File: config.mk
export PLATFORM = sky130hd
export DESIGN_NAME = aes_subbytes_seq
export DESIGN_NICKNAME = d
export VERILOG_FILES = /design/src/rtl/aes_pkg.sv /design/src/rtl/aes_sbox.sv /design/src/rtl/aes_subbytes_seq.sv
export SDC_FILE = /design/constraint.sdc
export NUM_CORES = 2
export LEC_CHECK = 0
export BUFFER_PORTS_ARGS = -buffer_cell sky130_fd_sc_hd__buf_4
export CORE_MARGIN = 2
export CORE_UTILIZATION = 30
export DETAILED_ROUTE_END_ITERATION = 16
export PLACE_DENSITY = 0.44
export SLEW_MARGIN = 20
export SYNTH_ARGS = -nofsm -noshare
export SYNTH_HDL_FRONTEND = slang
export SYNTH_HIERARCHICAL = 1
export SYNTH_SLANG_ARGS = --single-unit
File: constraint.sdc
create_clock -name clk -period 52.1 [get_ports clk]
set_clock_uncertainty 0.1 [all_clocks]
set_input_delay 2.605 -clock clk [delete_from_list [all_inputs] [get_ports clk]]
set_output_delay 2.605 -clock clk [all_outputs]
set_load 0.05 [all_outputs]
File: src/rtl/aes_pkg.sv
// +------------------------------------------------------------------+
// | aes_pkg: shared AES widths, stage FSM encoding, GF(2^8) helpers  |
// | Rev 1.0                                                          |
// +------------------------------------------------------------------+
`default_nettype none

package aes_pkg;

    localparam int AES_STATE_W = 128;
    localparam int AES_BYTE_W  = 8;

    typedef enum logic [1:0] {
        ST_IDLE = 2'd0,
        ST_RUN  = 2'd1,
        ST_DONE = 2'd2
    } sub_state_t;

    function automatic bit sbox_per_cycle_legal(input int n);
        return (n == 1) || (n == 2) || (n == 4) || (n == 8) || (n == 16);
    endfunction

    function automatic logic [7:0] gf_mul(input logic [7:0] a, input logic [7:0] b);
        logic [7:0] p;
        logic [7:0] x;
        p = 8'h00;
        x = a;
        for (int i = 0; i < 8; i++) begin
            if (b[i]) p = p ^ x;
            x = {x[6:0], 1'b0} ^ (x[7] ? 8'h1b : 8'h00);
        end
        return p;
    endfunction

    // Multiplicative inverse as a^254; maps 0 to 0 as AES requires.
    function automatic logic [7:0] gf_inv(input logic [7:0] a);
        logic [7:0] a2, a3, a6, a12, a15, a30, a60, a120, a240, a252;
        a2   = gf_mul(a, a);
        a3   = gf_mul(a2, a);
        a6   = gf_mul(a3, a3);
        a12  = gf_mul(a6, a6);
        a15  = gf_mul(a12, a3);
        a30  = gf_mul(a15, a15);
        a60  = gf_mul(a30, a30);
        a120 = gf_mul(a60, a60);
        a240 = gf_mul(a120, a120);
        a252 = gf_mul(a240, a12);
        return gf_mul(a252, a2);
    endfunction

endpackage

`default_nettype wire

File: src/rtl/aes_sbox.sv
// +------------------------------------------------------------------+
// | aes_sbox: combinational AES S-box / inverse S-box, one byte      |
// | Rev 1.0                                                          |
// +------------------------------------------------------------------+
`default_nettype none

module aes_sbox
    import aes_pkg::*;
(
    input  logic [AES_BYTE_W-1:0] byte_in,
    input  logic                  inverse,
    output logic [AES_BYTE_W-1:0] byte_out
);

    logic [7:0] w_inv_affine;
    logic [7:0] w_gf_in;
    logic [7:0] w_gf_out;
    logic [7:0] w_fwd_affine;

    // One shared field inverter: inverse path undoes the affine map first.
    assign w_inv_affine = {byte_in[6:0], byte_in[7]}   ^ {byte_in[4:0], byte_in[7:5]}
                        ^ {byte_in[1:0], byte_in[7:2]} ^ 8'h05;
    assign w_gf_in      = inverse ? w_inv_affine : byte_in;
    assign w_gf_out     = gf_inv(w_gf_in);
    assign w_fwd_affine = w_gf_out ^ {w_gf_out[6:0], w_gf_out[7]} ^ {w_gf_out[5:0], w_gf_out[7:6]}
                        ^ {w_gf_out[4:0], w_gf_out[7:5]} ^ {w_gf_out[3:0], w_gf_out[7:4]} ^ 8'h63;
    assign byte_out     = inverse ? w_gf_out : w_fwd_affine;

endmodule

`default_nettype wire

File: src/rtl/aes_subbytes_seq.sv
// +------------------------------------------------------------------+
// | aes_subbytes_seq: serialised SubBytes/InvSubBytes, valid/ready   |
// | Option macro AES_SUBBYTES_CLEAR_EN clears data after handoff.    |
// | Rev 1.0                                                          |
// +------------------------------------------------------------------+
`default_nettype none

module aes_subbytes_seq
    import aes_pkg::*;
#(
    parameter int SBOX_PER_CYCLE = 4
) (
    input  logic                   clk,
    input  logic                   rst_n,
    input  logic                   in_valid,
    output logic                   in_ready,
    input  logic [AES_STATE_W-1:0] in_data,
    input  logic                   in_inverse,
    output logic                   out_valid,
    input  logic                   out_ready,
    output logic [AES_STATE_W-1:0] out_data,
    output logic                   out_inverse,
    output logic                   busy
);

    localparam int CHUNKS  = 16 / SBOX_PER_CYCLE;
    localparam int CHUNK_W = SBOX_PER_CYCLE * AES_BYTE_W;
    localparam int CNT_W   = (CHUNKS > 1) ? $clog2(CHUNKS) : 1;
    localparam logic [CNT_W-1:0]       CNT_LAST   = CNT_W'(CHUNKS - 1);
    localparam logic [AES_STATE_W-1:0] CHUNK_MASK = ~({AES_STATE_W{1'b1}} >> CHUNK_W);

    generate
        if (!sbox_per_cycle_legal(SBOX_PER_CYCLE)) begin : g_bad_sbox_per_cycle
            $error("aes_subbytes_seq: SBOX_PER_CYCLE must be 1, 2, 4, 8 or 16");
        end
    endgenerate

    sub_state_t             r_state;
    sub_state_t             w_state_next;
    logic [CNT_W-1:0]       r_cnt;
    logic [AES_STATE_W-1:0] r_data;
    logic                   r_inverse;

    logic [7:0]             w_shamt;
    logic [AES_STATE_W-1:0] w_shifted;
    logic [CHUNK_W-1:0]     w_chunk_in;
    logic [CHUNK_W-1:0]     w_chunk_out;
    logic [AES_STATE_W-1:0] w_out_wide;
    logic [AES_STATE_W-1:0] w_data_next;

    // Chunk cnt starts at byte cnt*N, i.e. bit offset cnt*CHUNK_W from the MSB.
    assign w_shamt     = 8'(r_cnt) * 8'(CHUNK_W);
    assign w_shifted   = r_data << w_shamt;
    assign w_chunk_in  = CHUNK_W'(w_shifted >> (AES_STATE_W - CHUNK_W));
    assign w_out_wide  = AES_STATE_W'(w_chunk_out) << (AES_STATE_W - CHUNK_W);
    assign w_data_next = (r_data & ~(CHUNK_MASK >> w_shamt)) | (w_out_wide >> w_shamt);

    generate
        for (genvar j = 0; j < SBOX_PER_CYCLE; j++) begin : g_sbox
            aes_sbox u_sbox (
                .byte_in  (w_chunk_in [CHUNK_W-1-AES_BYTE_W*j -: AES_BYTE_W]),
                .inverse  (r_inverse),
                .byte_out (w_chunk_out[CHUNK_W-1-AES_BYTE_W*j -: AES_BYTE_W])
            );
        end
    endgenerate

    always_ff @(posedge clk or negedge rst_n) begin
        if (!rst_n) r_state <= ST_IDLE;
        else        r_state <= w_state_next;
    end

    always_comb begin
        w_state_next = r_state;
        case (r_state)
            ST_IDLE: if (in_valid)           w_state_next = ST_RUN;
            ST_RUN:  if (r_cnt == CNT_LAST)  w_state_next = ST_DONE;
            ST_DONE: if (out_ready)          w_state_next = ST_IDLE;
            default:                         w_state_next = ST_IDLE;
        endcase
    end

    always_ff @(posedge clk or negedge rst_n) begin
        if (!rst_n) begin
            r_data    <= '0;
            r_inverse <= 1'b0;
            r_cnt     <= '0;
        end else begin
            case (r_state)
                ST_IDLE: begin
                    if (in_valid) begin
                        r_data    <= in_data;
                        r_inverse <= in_inverse;
                        r_cnt     <= '0;
                    end
                end
                ST_RUN: begin
                    r_data <= w_data_next;
                    if (r_cnt != CNT_LAST) r_cnt <= r_cnt + 1'b1;
                end
`ifdef AES_SUBBYTES_CLEAR_EN
                ST_DONE: begin
                    // Scrub the finished state so it does not linger after handoff.
                    if (out_ready) begin
                        r_data    <= '0;
                        r_inverse <= 1'b0;
                    end
                end
`endif
                default: ;
            endcase
        end
    end

    assign in_ready    = (r_state == ST_IDLE);
    assign out_valid   = (r_state == ST_DONE);
    assign busy        = (r_state == ST_RUN) || (r_state == ST_DONE);
    assign out_data    = r_data;
    assign out_inverse = r_inverse;

endmodule

`default_nettype wire

Yosys cells after proc, flatten, opt, wreduce, memory -nomap -nowiden
Index checks and enable logic that the tools add are counted.
{"block": "word_totals", "wordCells": 1351, "inputBits": 133, "output_inout_bits": 132, "regBits": 133}
{"block": "classes", "n_bitwise": 651, "n_eq_ne": 8, "n_reduce_logical": 7, "n_mux": 677, "shift": 3, "add_sub_neg": 1}
{"op": "bitwise XOR 8 bit", "count": 640}
{"op": "2-to-1 mux 8 bit", "count": 360}
{"op": "2-to-1 mux 5 bit", "count": 308}
{"op": "case mux 128 bit (2 select lines)", "count": 1}
{"op": "AND 128 bit", "count": 1}
{"op": "2-to-1 mux 128 bit", "count": 1}
{"op": "inverter 128 bit", "count": 1}
{"op": "bitwise OR 128 bit", "count": 1}
{"op": "left shift 128 x 7 -> 128 bit", "count": 1}
{"op": "right shift 128 x 7 -> 128 bit", "count": 1}
{"op": "right shift 128 x 7 -> 128 bit, first input constant", "count": 1}
{"op": "inverter 4 bit", "count": 4}
{"op": "2-to-1 mux 2 bit", "count": 5}
{"op": "inequality test 2 bit, second input constant", "count": 4}
{"op": "inverter 2 bit", "count": 4}
{"op": "case mux 2 bit (3 select lines)", "count": 1}
{"op": "AND reduction 3 bit", "count": 2}
{"op": "equality test 2 bit, second input constant", "count": 2}
{"op": "case mux 2 bit (2 select lines)", "count": 1}
{"op": "AND reduction 2 bit", "count": 2}
{"op": "adder 2 x 1 -> 2 bit, second input constant", "count": 1}
{"op": "equality test 2 x 1 -> 1 bit, second input constant", "count": 1}
{"op": "logical NOT 2 bit", "count": 1}
{"op": "inequality test 2 x 1 -> 1 bit, second input constant", "count": 1}
{"op": "2 further kinds", "count": 2}

Logic depth before layout (Yosys ltp)
{"block": "logic_depth", "ltp_word": 190, "mapped_depth": 86, "depth_no_buf": 71}

Hierarchy
Netlist, hierarchy kept.
{"mod": "aes_sbox", "seq_area_each_um2": 0.0, "area_each_um2": 12453.2, "cells_each": 1509, "n_inst": 4}
{"mod": "aes_subbytes_seq", "seq_area_each_um2": 3328.2, "area_each_um2": 6789.0, "cells_each": 523, "n_inst": 1}

Least setup slack after synthesis
No wires, ideal clock.
{"block": "synth_path", "path_kind": "reg2reg", "start": "register r_cnt[0]", "end": "register r_data[15] (netlist: out_data[15])", "setup_slack_ps": 31197, "path_buffers": 15, "t_required_ps": 51922, "period_less_slack_ps": 20903, "path_stages_with_launch": 81, "setup_ps": 78, "t_arrival_ps": 20725, "path_cell_list": "dfrtp_1 buf_2 buf_2 mux4_2 buf_4 xor3_1 a21oi_4 inv_2 buf_2 clkbuf_1 ha_1 clkbuf_1 a211o_1 and4_4 or3_1 buf_2 xnor2_1 buf_2 (+45 left out) a21oi_1 or4_4 and2_1 buf_6 a2111oi_2 a211oi_1 o2111ai_2 xnor3_1 and2_1 a221oi_1 xnor3_1 xnor3_1 xor3_2 xnor3_1 nor2_1 xor2_1 a22oi_1 o2bb2ai_1"}
{"block": "synth_via", "elab_cells_between_ends": 335, "cone_classes": "3 x shift; 168 x mux; 164 x bitwise"}
{"element": "start: declaration", "line_no": "aes_subbytes_seq.sv:40", "rtl": "logic [CNT_W-1:0] r_cnt;"}
{"element": "start signal: assignment", "line_no": "aes_subbytes_seq.sv:99", "rtl": "if (r_cnt != CNT_LAST) r_cnt <= r_cnt + 1'b1;"}
{"element": "left shift 128 x 7 -> 128 bit (*)", "line_no": "aes_subbytes_seq.sv:53", "rtl": "assign w_shifted = r_data << w_shamt;"}
{"element": "named net w_shifted[105]", "line_no": "aes_subbytes_seq.sv:45", "rtl": "logic [AES_STATE_W-1:0] w_shifted;"}
{"element": "bitwise XOR 8 bit (on tied branches)", "line_no": "aes_sbox.sv:22, aes_sbox.sv:21"}
{"element": "2-to-1 mux 8 bit (*)", "line_no": "aes_sbox.sv:23", "rtl": "assign w_gf_in = inverse ? w_inv_affine : byte_in;"}
{"element": "2-to-1 mux 5 bit, or another cell as far along", "line_no": "aes_pkg.sv:29", "rtl": "x = {x[6:0], 1'b0} ^ (x[7] ? 8'h1b : 8'h00);"}
{"element": "bitwise XOR 8 bit, or another cell as far along", "line_no": "aes_pkg.sv:29"}
{"element": "bitwise XOR 8 bit, or another cell as far along", "line_no": "aes_pkg.sv:28", "rtl": "if (b[i]) p = p ^ x;"}
{"element": "2-to-1 mux 8 bit, or another cell as far along", "line_no": "aes_pkg.sv:28"}
{"element": "(+165 left out)"}
{"element": "bitwise XOR 8 bit or 2-to-1 mux 8 bit (tied branches)", "line_no": "aes_sbox.sv:25, aes_pkg.sv:28"}
{"element": "bitwise XOR 8 bit", "line_no": "aes_sbox.sv:25", "rtl": "assign w_fwd_affine = w_gf_out ^ {w_gf_out[6:0], w_gf_out[7]} ^ {w_gf_out[5:0], w_gf_out[7:6]}"}
{"element": "bitwise XOR 8 bit (2 in a row)", "line_no": "aes_sbox.sv:26", "rtl": "^ {w_gf_out[4:0], w_gf_out[7:5]} ^ {w_gf_out[3:0], w_gf_out[7:4]} ^ 8'h63;"}
{"element": "2-to-1 mux 8 bit (*)", "line_no": "aes_sbox.sv:27", "rtl": "assign byte_out = inverse ? w_gf_out : w_fwd_affine;"}
{"element": "named net w_chunk_out[15]", "line_no": "aes_subbytes_seq.sv:47", "rtl": "logic [CHUNK_W-1:0] w_chunk_out;"}
{"element": "right shift 128 x 7 -> 128 bit (*)", "line_no": "aes_subbytes_seq.sv:56", "rtl": "assign w_data_next = (r_data & ~(CHUNK_MASK >> w_shamt)) | (w_out_wide >> w_shamt);"}
{"element": "bitwise OR 128 bit (*)", "line_no": "aes_subbytes_seq.sv:56"}
{"element": "case mux 128 bit (2 select lines) (*)", "line_no": "aes_subbytes_seq.sv:89", "rtl": "case (r_state)"}
{"element": "end signal: assignment", "line_no": "aes_subbytes_seq.sv:92", "rtl": "r_data <= in_data;"}
{"element": "end signal: assignment", "line_no": "aes_subbytes_seq.sv:98", "rtl": "r_data <= w_data_next;"}
{"element": "end: declaration", "line_no": "aes_subbytes_seq.sv:41", "rtl": "logic [AES_STATE_W-1:0] r_data;"}
The timed path passes the listed nets; every way through them passes the cells marked *.
A chain may end at the register's enable or synchronous reset.

Worst setup path in the final report
{"block": "layout_path", "start": "register r_cnt[0]", "end": "register r_data[39] (netlist: out_data[39])"}
The elaborated chain is that of the path after synthesis.

==> impl_metrics.tcl <==
set metrics [dict create \
    crit_family "XOR/XNOR gates" \
    relSlewSlack 0.2482 \
    worst_hold_path_type "reg2reg" \
    period_minus_slack_ps 25560 \
    cts-root-buf "clkbuf_16" \
    crit_type "reg2reg" \
    postCtsSetupRepairBufs 0 \
    hold_buffers 0 \
    worstMarginPinSlew_ps 1124 \
    antenna_found_initial 6 \
    final_common_cell "xnor2_1" \
    syn_to_final_growth_pct 7.883 \
    cts_tree "done" \
    cpMaxStageDelayCell "xnor3_1" \
    ys_ff_latch 133 \
    first_iter_violations 3667 \
    ff2ff_path_depth 68 \
    viasPerCell 5.392 \
    hold_viol 0 \
    synth_top_area_cell "xnor2_1" \
    numCtsBuffers 17 \
    post_cts_resized 0 \
    core_area_um2 187600 \
    grt_overflow 0 \
    cp-end-kind "flop" \
    r2r-end "out_data[39]" \
    synth_cells 6559 \
    drc_errors 0 \
    portBuffers 264 \
    dieArea_um2 192200 \
    cp_common_cell "xnor3_1" \
    drive_above_1_share 0.1487 \
    r2r_setup_slack_ps 26540 \
    pin_count 265 \
    dp_hpwl_um 142500 \
    status "complete, no violations" \
    dpl_cell_area_um2 60460 \
    cts_buffer_depth 2 \
    slew_viol_final 0 \
    ys_types 111 \
    place.gp.congestion 0.8529 \
    ant_nets 0 \
    routed.top_layer "met5" \
    insertion_delay_ps 510 \
    path_clk_slew_ps 80 \
    start_util 0.3017 \
    cts.sinks 133 \
    fin_crit_sh 0.4906 \
    r2r-start "r_cnt[0]" \
    synth_top_area_share 0.1554 \
    synthArstFlopShare 1.000 \
    vias 48660 \
    setup_violations 0 \
    min_from "out_data[7]" \
    die-height_um 438.4 \
    holdWs_ps 420.0 \
    routedWlPerCell_um 21.33 \
    maxCapViolations 0 \
    rows 159 \
    grt_max_degree 84 \
    synth_edf_count 0 \
    drt-met1-wl_um 90990 \
    nets 6686 \
    synth_warnings 6 \
    syn_area_per_cell_um2 8.630 \
    final_area_um2 61060 \
    grt.total_usage 0.1932 \
    synth-main-ff-cell "dfrtp_1" \
    route.met3.wl_um 8148 \
    wl_um 192500 \
    nFillCells 19690 \
    crit_arrival_ps 25890 \
    cpPeakStageDelay_ps 900 \
    yosysSeqAreaShare 0.05880 \
    worstPathRequired_ps 52430 \
    dieWidth_um 438.4 \
    n_antenna_cell 0 \
    hold_end "out_data[7]" \
    setup_ws_ps 26540 \
    synth_area_leaders "xnor2_1, xnor3_1, dfrtp_1" \
    pre_cts_ws_ps 26380 \
    critPathBufInv 6 \
    final_cell_mix "xnor2_1, nor2_1, nand2_1" \
    grt_pass1_vias 46630 \
    cp_max_fo 28 \
    dr_wl_met2_um 88790 \
    hold_path_depth 1 \
    start_kind "flop" \
    drt-pass1-iter-count 7 \
    h-tree-depth 4 \
    fin_tns_setup_ps 0 \
    syn_nets 6729 \
    rsz0062_at_grt "no" \
    grt_pass1_wl_um 296100 \
    max_freq_mhz 39.13 \
    syn_area_um2 56600 \
]
==> registers in the layout (all words and copies together), names as in the netlist <==
| signal | count |
|---|---|
| r_state | 2 |
| r_cnt | 2 |
| out_inverse | 1 |
| out_data | 128 |
==> routing by layer <==
metal	GRT usage	vias up
met1	0.2737	23920
met5	0	-
met2	0.3145	1226
met3	0.01901	124
li1	-	23380
met4	0.04477	6
==> area by class of cell <==
cell class              count  area (um2)  area share
clock inverters            15       158.9    0.002602
flip-flops and latches    133        3337     0.05465
multi-input cells        5849       50550      0.8279
well taps                2495        3122     0.05112
clock buffers              17       425.4    0.006967
repair buffers            404        3037     0.04973
inverters                 111       429.2    0.007028
==> worst max-delay path by stage <==
stage	start	to	slack, ps	cells after the start
floorplan	r_cnt[0]	out_data[15]	31200	80
global placement	r_cnt[0]	out_data[39]	26530	68
detailed placement	r_cnt[0]	out_data[7]	26380	68
CTS	r_cnt[0]	out_data[39]	26370	68
global route	r_cnt[0]	out_data[39]	24850	68
finish	r_cnt[0]	out_data[39]	26540	68
==> cell usage after synthesis (116+ instances only) <==
| library cell | count |
|---|---|
| clkbuf_1 | 196 |
| nand2_1 | 575 |
| nor3_1 | 120 |
| nand3_1 | 116 |
| xnor3_1 | 348 |
| o21ai_0 | 169 |
| dfrtp_1 | 133 |
| a21oi_1 | 241 |
| xnor2_1 | 1004 |
| buf_2 | 180 |
| mux2i_1 | 181 |
| nor2_1 | 788 |
| xor2_1 | 292 |
==> worst reg2reg max path, delay by kind of cell (launching register included) <==
| kind | cells | cell delay (ps) |
|---|---|---|
| buffers and inverters | 6 | 1800 |
| DFF | 1 | 710 |
| xor gates and xnor gates | 31 | 13100 |
| and+or+nand+nor | 13 | 3150 |
| adders and majority gates | 6 | 2660 |
| AOI/OAI and AO/OA | 7 | 2160 |
| muxes | 5 | 1820 |
==> kinds of logic (layout without fill, tap and decap cells) <==
group | Yosys count | after routing | synth area share
compound gates | 1416 | 1416 | 0.1894
buf+inv | 577 | 547 | 0.05038
simple gates | 2142 | 2142 | 0.1770
flops | 133 | 133 | 0.05880
fa+ha+maj | 37 | 37 | 0.008179
xor+xnor | 1960 | 1960 | 0.4535
mux | 294 | 294 | 0.06273
==> through the flow <==
stage                 util  cells
floorplan                -   6559
global placement    0.3223   8992
detailed placement  0.3223   8992
CTS                 0.3254   9024
global route        0.3255   9024
finish              0.3255   9024
Power is not shown: default switching activity piles up to over one toggle a cycle in this logic, so the estimate is an artifact.
